--- src/rtl/vga_timing_gen.sv ---
// Parameterised VGA-style raster timing generator: free-running h/v counters
// advanced by a pixel-rate enable, with registered sync, blanking and coordinate outputs.
module vga_timing_gen #(
  parameter int H_ACTIVE = 640,
  parameter int H_FRONT  = 16,
  parameter int H_SYNC   = 96,
  parameter int H_BACK   = 48,
  parameter int V_ACTIVE = 480,
  parameter int V_FRONT  = 10,
  parameter int V_SYNC   = 2,
  parameter int V_BACK   = 33,
  parameter bit H_POL    = 1'b0,
  parameter bit V_POL    = 1'b0,
  parameter int CW       = 10
) (
  input  logic          clk,
  input  logic          reset,
  input  logic          pix_en,
  output logic          hsync,
  output logic          vsync,
  output logic          de,
  output logic [CW-1:0] x,
  output logic [CW-1:0] y,
  output logic          line_start,
  output logic          frame_start
);

  localparam int H_TOTAL     = H_SYNC + H_BACK + H_ACTIVE + H_FRONT;
  localparam int V_TOTAL     = V_SYNC + V_BACK + V_ACTIVE + V_FRONT;
  localparam int H_ACT_START = H_SYNC + H_BACK;
  localparam int V_ACT_START = V_SYNC + V_BACK;
  localparam int H_ACT_END   = H_ACT_START + H_ACTIVE;
  localparam int V_ACT_END   = V_ACT_START + V_ACTIVE;

  // Region bounds are compared one bit wider so a total of exactly 2^CW
  // still has representable end points.
  localparam logic [CW:0] H_SYNC_END_W  = (CW+1)'(H_SYNC);
  localparam logic [CW:0] H_ACT_START_W = (CW+1)'(H_ACT_START);
  localparam logic [CW:0] H_ACT_END_W   = (CW+1)'(H_ACT_END);
  localparam logic [CW:0] H_LAST_W      = (CW+1)'(H_TOTAL - 1);
  localparam logic [CW:0] V_SYNC_END_W  = (CW+1)'(V_SYNC);
  localparam logic [CW:0] V_ACT_START_W = (CW+1)'(V_ACT_START);
  localparam logic [CW:0] V_ACT_END_W   = (CW+1)'(V_ACT_END);
  localparam logic [CW:0] V_LAST_W      = (CW+1)'(V_TOTAL - 1);

  localparam logic [CW-1:0] H_ACT_START_C = CW'(H_ACT_START);
  localparam logic [CW-1:0] V_ACT_START_C = CW'(V_ACT_START);
  localparam logic [CW-1:0] ONE_C         = CW'(1);

  logic [CW-1:0] h_reg, h_next;
  logic [CW-1:0] v_reg, v_next;
  logic [CW:0]   h_ext, v_ext;

  logic          hsync_reg, hsync_next;
  logic          vsync_reg, vsync_next;
  logic          de_reg, de_next;
  logic [CW-1:0] x_reg, x_next;
  logic [CW-1:0] y_reg, y_next;
  logic          line_start_reg, line_start_next;
  logic          frame_start_reg, frame_start_next;

  logic h_sync_zone, h_act_zone, h_at_last, h_at_act_start;
  logic v_sync_zone, v_act_zone, v_at_last, v_at_act_start;

  assign h_ext = {1'b0, h_reg};
  assign v_ext = {1'b0, v_reg};

  always_comb begin
    h_sync_zone    = (h_ext < H_SYNC_END_W);
    h_act_zone     = (h_ext >= H_ACT_START_W) && (h_ext < H_ACT_END_W);
    h_at_last      = (h_ext == H_LAST_W);
    h_at_act_start = (h_ext == H_ACT_START_W);
    v_sync_zone    = (v_ext < V_SYNC_END_W);
    v_act_zone     = (v_ext >= V_ACT_START_W) && (v_ext < V_ACT_END_W);
    v_at_last      = (v_ext == V_LAST_W);
    v_at_act_start = (v_ext == V_ACT_START_W);
  end

  // Counter advance: v steps only on the h wrap.
  always_comb begin
    h_next = h_reg + ONE_C;
    v_next = v_reg;
    if (h_at_last) begin
      h_next = '0;
      if (v_at_last) begin
        v_next = '0;
      end else begin
        v_next = v_reg + ONE_C;
      end
    end
  end

  // Output decode from the pre-increment counter values.
  always_comb begin
    hsync_next       = h_sync_zone ? H_POL : ~H_POL;
    vsync_next       = v_sync_zone ? V_POL : ~V_POL;
    de_next          = h_act_zone && v_act_zone;
    x_next           = h_act_zone ? (h_reg - H_ACT_START_C) : '0;
    y_next           = v_act_zone ? (v_reg - V_ACT_START_C) : '0;
    line_start_next  = h_at_act_start && v_act_zone;
    frame_start_next = h_at_act_start && v_at_act_start;
  end

  always_ff @(posedge clk) begin
    if (reset) begin
      h_reg           <= '0;
      v_reg           <= '0;
      hsync_reg       <= ~H_POL;
      vsync_reg       <= ~V_POL;
      de_reg          <= 1'b0;
      x_reg           <= '0;
      y_reg           <= '0;
      line_start_reg  <= 1'b0;
      frame_start_reg <= 1'b0;
    end else begin
      // Pulses last one clk regardless of whether the next cycle is enabled.
      line_start_reg  <= 1'b0;
      frame_start_reg <= 1'b0;
      if (pix_en) begin
        h_reg           <= h_next;
        v_reg           <= v_next;
        hsync_reg       <= hsync_next;
        vsync_reg       <= vsync_next;
        de_reg          <= de_next;
        x_reg           <= x_next;
        y_reg           <= y_next;
        line_start_reg  <= line_start_next;
        frame_start_reg <= frame_start_next;
      end
    end
  end

  assign hsync       = hsync_reg;
  assign vsync       = vsync_reg;
  assign de          = de_reg;
  assign x           = x_reg;
  assign y           = y_reg;
  assign line_start  = line_start_reg;
  assign frame_start = frame_start_reg;

endmodule

--- config.mk ---
export PLATFORM = sky130hd
export DESIGN_NAME = vga_timing_gen
export DESIGN_NICKNAME = d
export VERILOG_FILES = /design/src/rtl/vga_timing_gen.sv
export SDC_FILE = /design/constraint.sdc
export NUM_CORES = 1
export LEC_CHECK = 0
export ABC_AREA = 1
export BUFFER_PORTS_ARGS = -buffer_cell sky130_fd_sc_hd__buf_2
export CORE_ASPECT_RATIO = 1.75
export CORE_MARGIN = 2
export CORE_UTILIZATION = 41
export CTS_BUF_LIST = sky130_fd_sc_hd__clkbuf_4 sky130_fd_sc_hd__clkbuf_8 sky130_fd_sc_hd__clkbuf_16
export CTS_CLUSTER_DIAMETER = 80
export DETAILED_ROUTE_END_ITERATION = 10
export HOLD_SLACK_MARGIN = 0.05
export PLACE_DENSITY_LB_ADDON = 0.3
export SYNTH_ARGS = -nofsm -noshare
export SYNTH_HDL_FRONTEND = slang
export SYNTH_SLANG_ARGS = --single-unit
--- constraint.sdc ---
create_clock -name clk -period 1.3 [get_ports clk]
set_input_delay 0.13 -clock clk [delete_from_list [all_inputs] [get_ports clk]]
set_output_delay 0.13 -clock clk [all_outputs]
set_load 0.02 [all_outputs]
# Word level (Yosys, flattened, before mapping)
# Cells that the tools add are included.
dict set report classes {
  n_addsub 4
  order_cmp 6
  eq_ne 4
  muxes 6
  bitwise_logic 1
  n_reduce_logical 7
}
# cell n
set ops {}
lappend ops {{2-to-1 mux 10 bit} 4}
lappend ops {{adder 10 x 1 -> 10 bit, second input constant} 2}
lappend ops {{equality test 10 bit, second input constant} 2}
lappend ops {{less-than comparator 10 bit, second input constant} 2}
lappend ops {{equality test 10 x 6 -> 1 bit, second input constant} 1}
lappend ops {{equality test 10 x 8 -> 1 bit, second input constant} 1}
lappend ops {{greater-or-equal comparator 10 x 6 -> 1 bit, second input constant} 1}
lappend ops {{greater-or-equal comparator 10 x 8 -> 1 bit, second input constant} 1}
lappend ops {{less-than comparator 10 x 2 -> 1 bit, second input constant} 1}
lappend ops {{less-than comparator 10 x 7 -> 1 bit, second input constant} 1}
lappend ops {{subtractor 10 x 6 -> 10 bit, second input constant} 1}
lappend ops {{subtractor 10 x 8 -> 10 bit, second input constant} 1}
lappend ops {{logical AND 1 bit} 5}
lappend ops {{2-to-1 mux 1 bit} 2}
lappend ops {{AND reduction 2 bit} 1}
lappend ops {{OR reduction 2 bit} 1}
lappend ops {{inverter 1 bit} 1}
dict set report word_totals {
  register_bits 45
  inputBits 3
  output_inout_bits 25
  elab_cells 37
}

# Logic depth before layout (Yosys ltp)
dict set report depth {
  word_depth 3
  mapped_depth 10
  depth_no_buf 10
}

# Least setup slack after synthesis
# No wires, ideal clock.
dict set report synth_timing {
  path_type {reg-to-reg}
  startpoint {reg h_reg[4]}
  endpoint {reg de_reg (netlist: de)}
  setup_ns 0.065
  t_arrival_ns 1.380
  required_ns 1.235
  setup_slack_ns -0.145
  stages_incl_launch_ff 10
  path_buffers 0
  period_less_slack_ns 1.445
  path_cell_list {dfxtp_1 inv_1 ha_1 a21oi_2 nor2_1 nand2_2 nand3_1 nor2_1 nor2_1 nor2_1}
}
dict set report synth_between {
  elab_chain_cells 3
  elab_cells_between_ends 4
  cone_classes {order compare (2); reduce/logical (2)}
}
# item line_no
set synth_lines {}
lappend synth_lines {{start, declared} 50} ;# logic [CW-1:0] h_reg, h_next;
lappend synth_lines {{start signal, assigned} 120} ;# h_reg <= h_next;
lappend synth_lines {{greater-or-equal comparator 10 x 8 -> 1 bit or less-than comparator 10 bit (tied branches)} 70} ;# h_act_zone = (h_ext >= H_ACT_START_W) && (h_ext < H_ACT_END_W);
lappend synth_lines {{logical AND 1 bit (*)} 70}
lappend synth_lines {{logical AND 1 bit (*)} 97} ;# de_next = h_act_zone && v_act_zone;
lappend synth_lines {{end signal, assigned} 124} ;# de_reg <= de_next;
lappend synth_lines {{end, declared} 56} ;# logic de_reg, de_next;
# Every way passes the cells marked *; elsewhere a longest branch is shown, timed or not.
# A chain may end at the register's enable or synchronous reset.

# Worst setup path in the final report
dict set report layout_timing {
  startpoint {reg v_reg[1]}
  endpoint {reg de_reg (netlist: de)}
}
dict set report layout_between {
  elab_chain_cells 3
  elab_cells_between_ends 4
  cone_classes {order compare (2); reduce/logical (2)}
}
# item line_no
set layout_lines {}
lappend layout_lines {{start, declared} 51} ;# logic [CW-1:0] v_reg, v_next;
lappend layout_lines {{start signal, assigned} 121} ;# v_reg <= v_next;
lappend layout_lines {{greater-or-equal comparator 10 x 6 -> 1 bit or less-than comparator 10 bit (tied branches)} 74} ;# v_act_zone = (v_ext >= V_ACT_START_W) && (v_ext < V_ACT_END_W);
lappend layout_lines {{logical AND 1 bit (*)} 74}
lappend layout_lines {{logical AND 1 bit (*)} 97}
# Marked as above.

==> run metrics <==
outcome complete, but fails checks; violated checks negative setup slack; FF-to-FF path depth 9; CTS tree built; P&R area growth vs syn 43.2%; fin. max-slew vios 0; area fraction in compound gates after synthesis around 8.7%; max-cap violation count 0; EDFF count, synth 0; Crit Path Category register to register; post-route antenna net violation count 0; Setup Viol. Count Final 37; layout cells sized above 1 43.8%; Clock Tree Buf Depth 2; Initial Util 41.6%; DR WL/cell 14.7 um; Worst-Margin Slew 0.363 ns; Hold-fix buffers, CTS 0; Mean Syn Cell Area 7.01 sq um; post-synthesis cell type count 37; synthesized flop and latch total 45; hold depth 4; antenna violations before repair 0; critical path arrival 1.68 ns; # rows 38; first-pass GRT wire length approximately 12,000 um; Clock Latency Late Sink 0.30 ns; final wirelength between 7000 and 8000 um; Syn Inst Count 364; crit start category register; DRC 0; clk root buf clkbuf_8; Peak Freq 0.692 GHz; die area 6900 sq um; gr usage total 22.2%; register area share after synthesis 35.3%; mux share of post-synthesis cell area 0%; Synth Area in XOR/XNOR 2.06%; most common cell after layout, fill and taps aside nand2_1; Worst Setup End Kind register; unrepaired setup endpoints after global routing true; IO buf count 27; data required time of the worst path 1.54 ns; core region area 6130 sq um; total CTS buffers 5; vias in the first global route 2,700; Critical Path Fanout Max 7; post-layout net count 459; DR vias/cell around 5.1; Pwr Density 673 nW/um^2; Iter 0 DRT Violations 240; clock-pin slew on the worst setup and hold paths approximately 0.080 ns; Final WS setup -0.145 ns; CTS H-tree depth 2; simple-gate area share of the yosys netlist about two fifths; standby leakage power 1.65 nW; Synth async-reset ratio 0%; # diodes 0; TritonRoute pass-1 iters 4; final worst-path cycle share 111%; Tmin final 1.44 ns; Die Span Y 108 um; largest family of logic cells by synthesized area simple AND/OR/NAND/NOR gates; GP Congestion 0.902; Final Hold Viols 0; num ports 28; Yosys Warn Count 0; global route overflow 0; HP Class input port to register; most frequent cells in the layout nand2_1 (67), buf_4 (57), nor2_1 (40), dfxtp_1 (32), buf_2 (27); Setup TNS -2.24 ns; Post-Syn Area about 2600 sq um; largest net degree at the start of global routing 31; worst vdd ir 0.569 mV; die width 63.6 um; clock sinks 45; Detailed Place HPWL 5290 um; total power 2.46 mW; Worst Skew 0.00710 ns; Main synth FF type dfxtp_1; Synth Area in Adders roughly 3.4%; max_slew headroom 75.8%; post-synthesis net count 374; via count 2,725
## per-stage QoR
| stage | cells | area [sq um] | setup slack, ns | utilization, % | hold WS [ns] |
|---|---|---|---|---|---|
| finish | 530 | 3660 | -0.145 | 59.6 | 0.216 |
| global route | 530 | 3660 | -0.219 | 59.6 | 0.245 |
| CTS | 526 | 3490 | -0.0617 | 56.9 | 0.208 |
| detailed placement | 506 | 3110 | -0.177 | 50.7 | 0.453 |
| global placement | 506 | 3110 | -0.138 | 50.7 | 0.445 |
| floorplan | 364 | 2570 | -0.00884 | - | 0.331 |
## critical path, stage by stage, from the launching register on
cell	delay [ns]
dfxtp_4	0.36
ha_4	0.17
inv_4	0.07
nand3_4	0.08
o21ai_4	0.23
buf_12	0.15
nand2_4	0.06
nor2_4	0.11
nor2_1	0.06
nor2_1	0.09
## cells in the mapped netlist, types with 5 or more instances
cell type   n  area (sq um)
inv_1      32           120
nand4_1    19           119
nor2_1     49           184
inv_2      10          37.5
clkbuf_1    5          18.8
a21oi_1    28           140
dfxtp_1    45           901
nor3_1      7          35.0
ha_1        7          87.6
xor2_1      6          52.6
nand2_2     7          43.8
nor2_2      5          31.3
nand3_1    25           125
nand2_1    78           293
## power by group
group          internal [mW]  leakage (nW)  switching [mW]  total [mW]
Combinational         0.0646          1.24           0.102       0.167
Clock                  0.400        0.0408           0.504       0.904
Sequential              1.38         0.372          0.0109        1.39
## layer usage
layer | vias to the layer above | GRT usage [%] | part of all wire (%)
met2 | 71 | 45.9 | 59
met3 | 34 | 3.02 | 3.1
li1 | 1343 | - | -
met4 | 0 | 11.3 | 4.3
met1 | 1277 | 20.1 | 33
met5 | - | 0 | 0
## layout make-up
| cell class | count | area, sq um |
|---|---|---|
| clock buffers | 6 | 76.3 |
| well taps | 80 | 100 |
| multi-input cells | 260 | 1640 |
| repair buffers | 93 | 708 |
| clock inverters | 2 | 15.0 |
| fillers | 544 | 2480 |
| inverters | 44 | 185 |
| flip-flops and latches | 45 | 932 |
## timing repair
item | in CTS | in global routing
pin swaps | 20 | 16
gates resized for setup | 50 | 35
setup endpoints to repair | 38 | 41
buffers inserted | 12 | 4
## path summary, 6_finish.rpt
kind | from | to | slack [ns]
max | v_reg[1]$_SDFFE_PP0P_ | de$_SDFFE_PP0P_ | -0.14
max reg2reg | v_reg[1]$_SDFFE_PP0P_ | de$_SDFFE_PP0P_ | -0.14
min | reset | h_reg[2]$_SDFFE_PP0P_ | 0.22
min reg2reg | x[6]$_SDFFE_PP0P_ | x[6]$_SDFFE_PP0P_ | 0.46
## kinds of logic after synthesis
logic type,Yosys count
flops,45
compound gates,40
simple gates,207
fa+ha+maj,7
buf+inv,59
xor+xnor,6
Note: power is estimated with default switching activity, not from simulation.
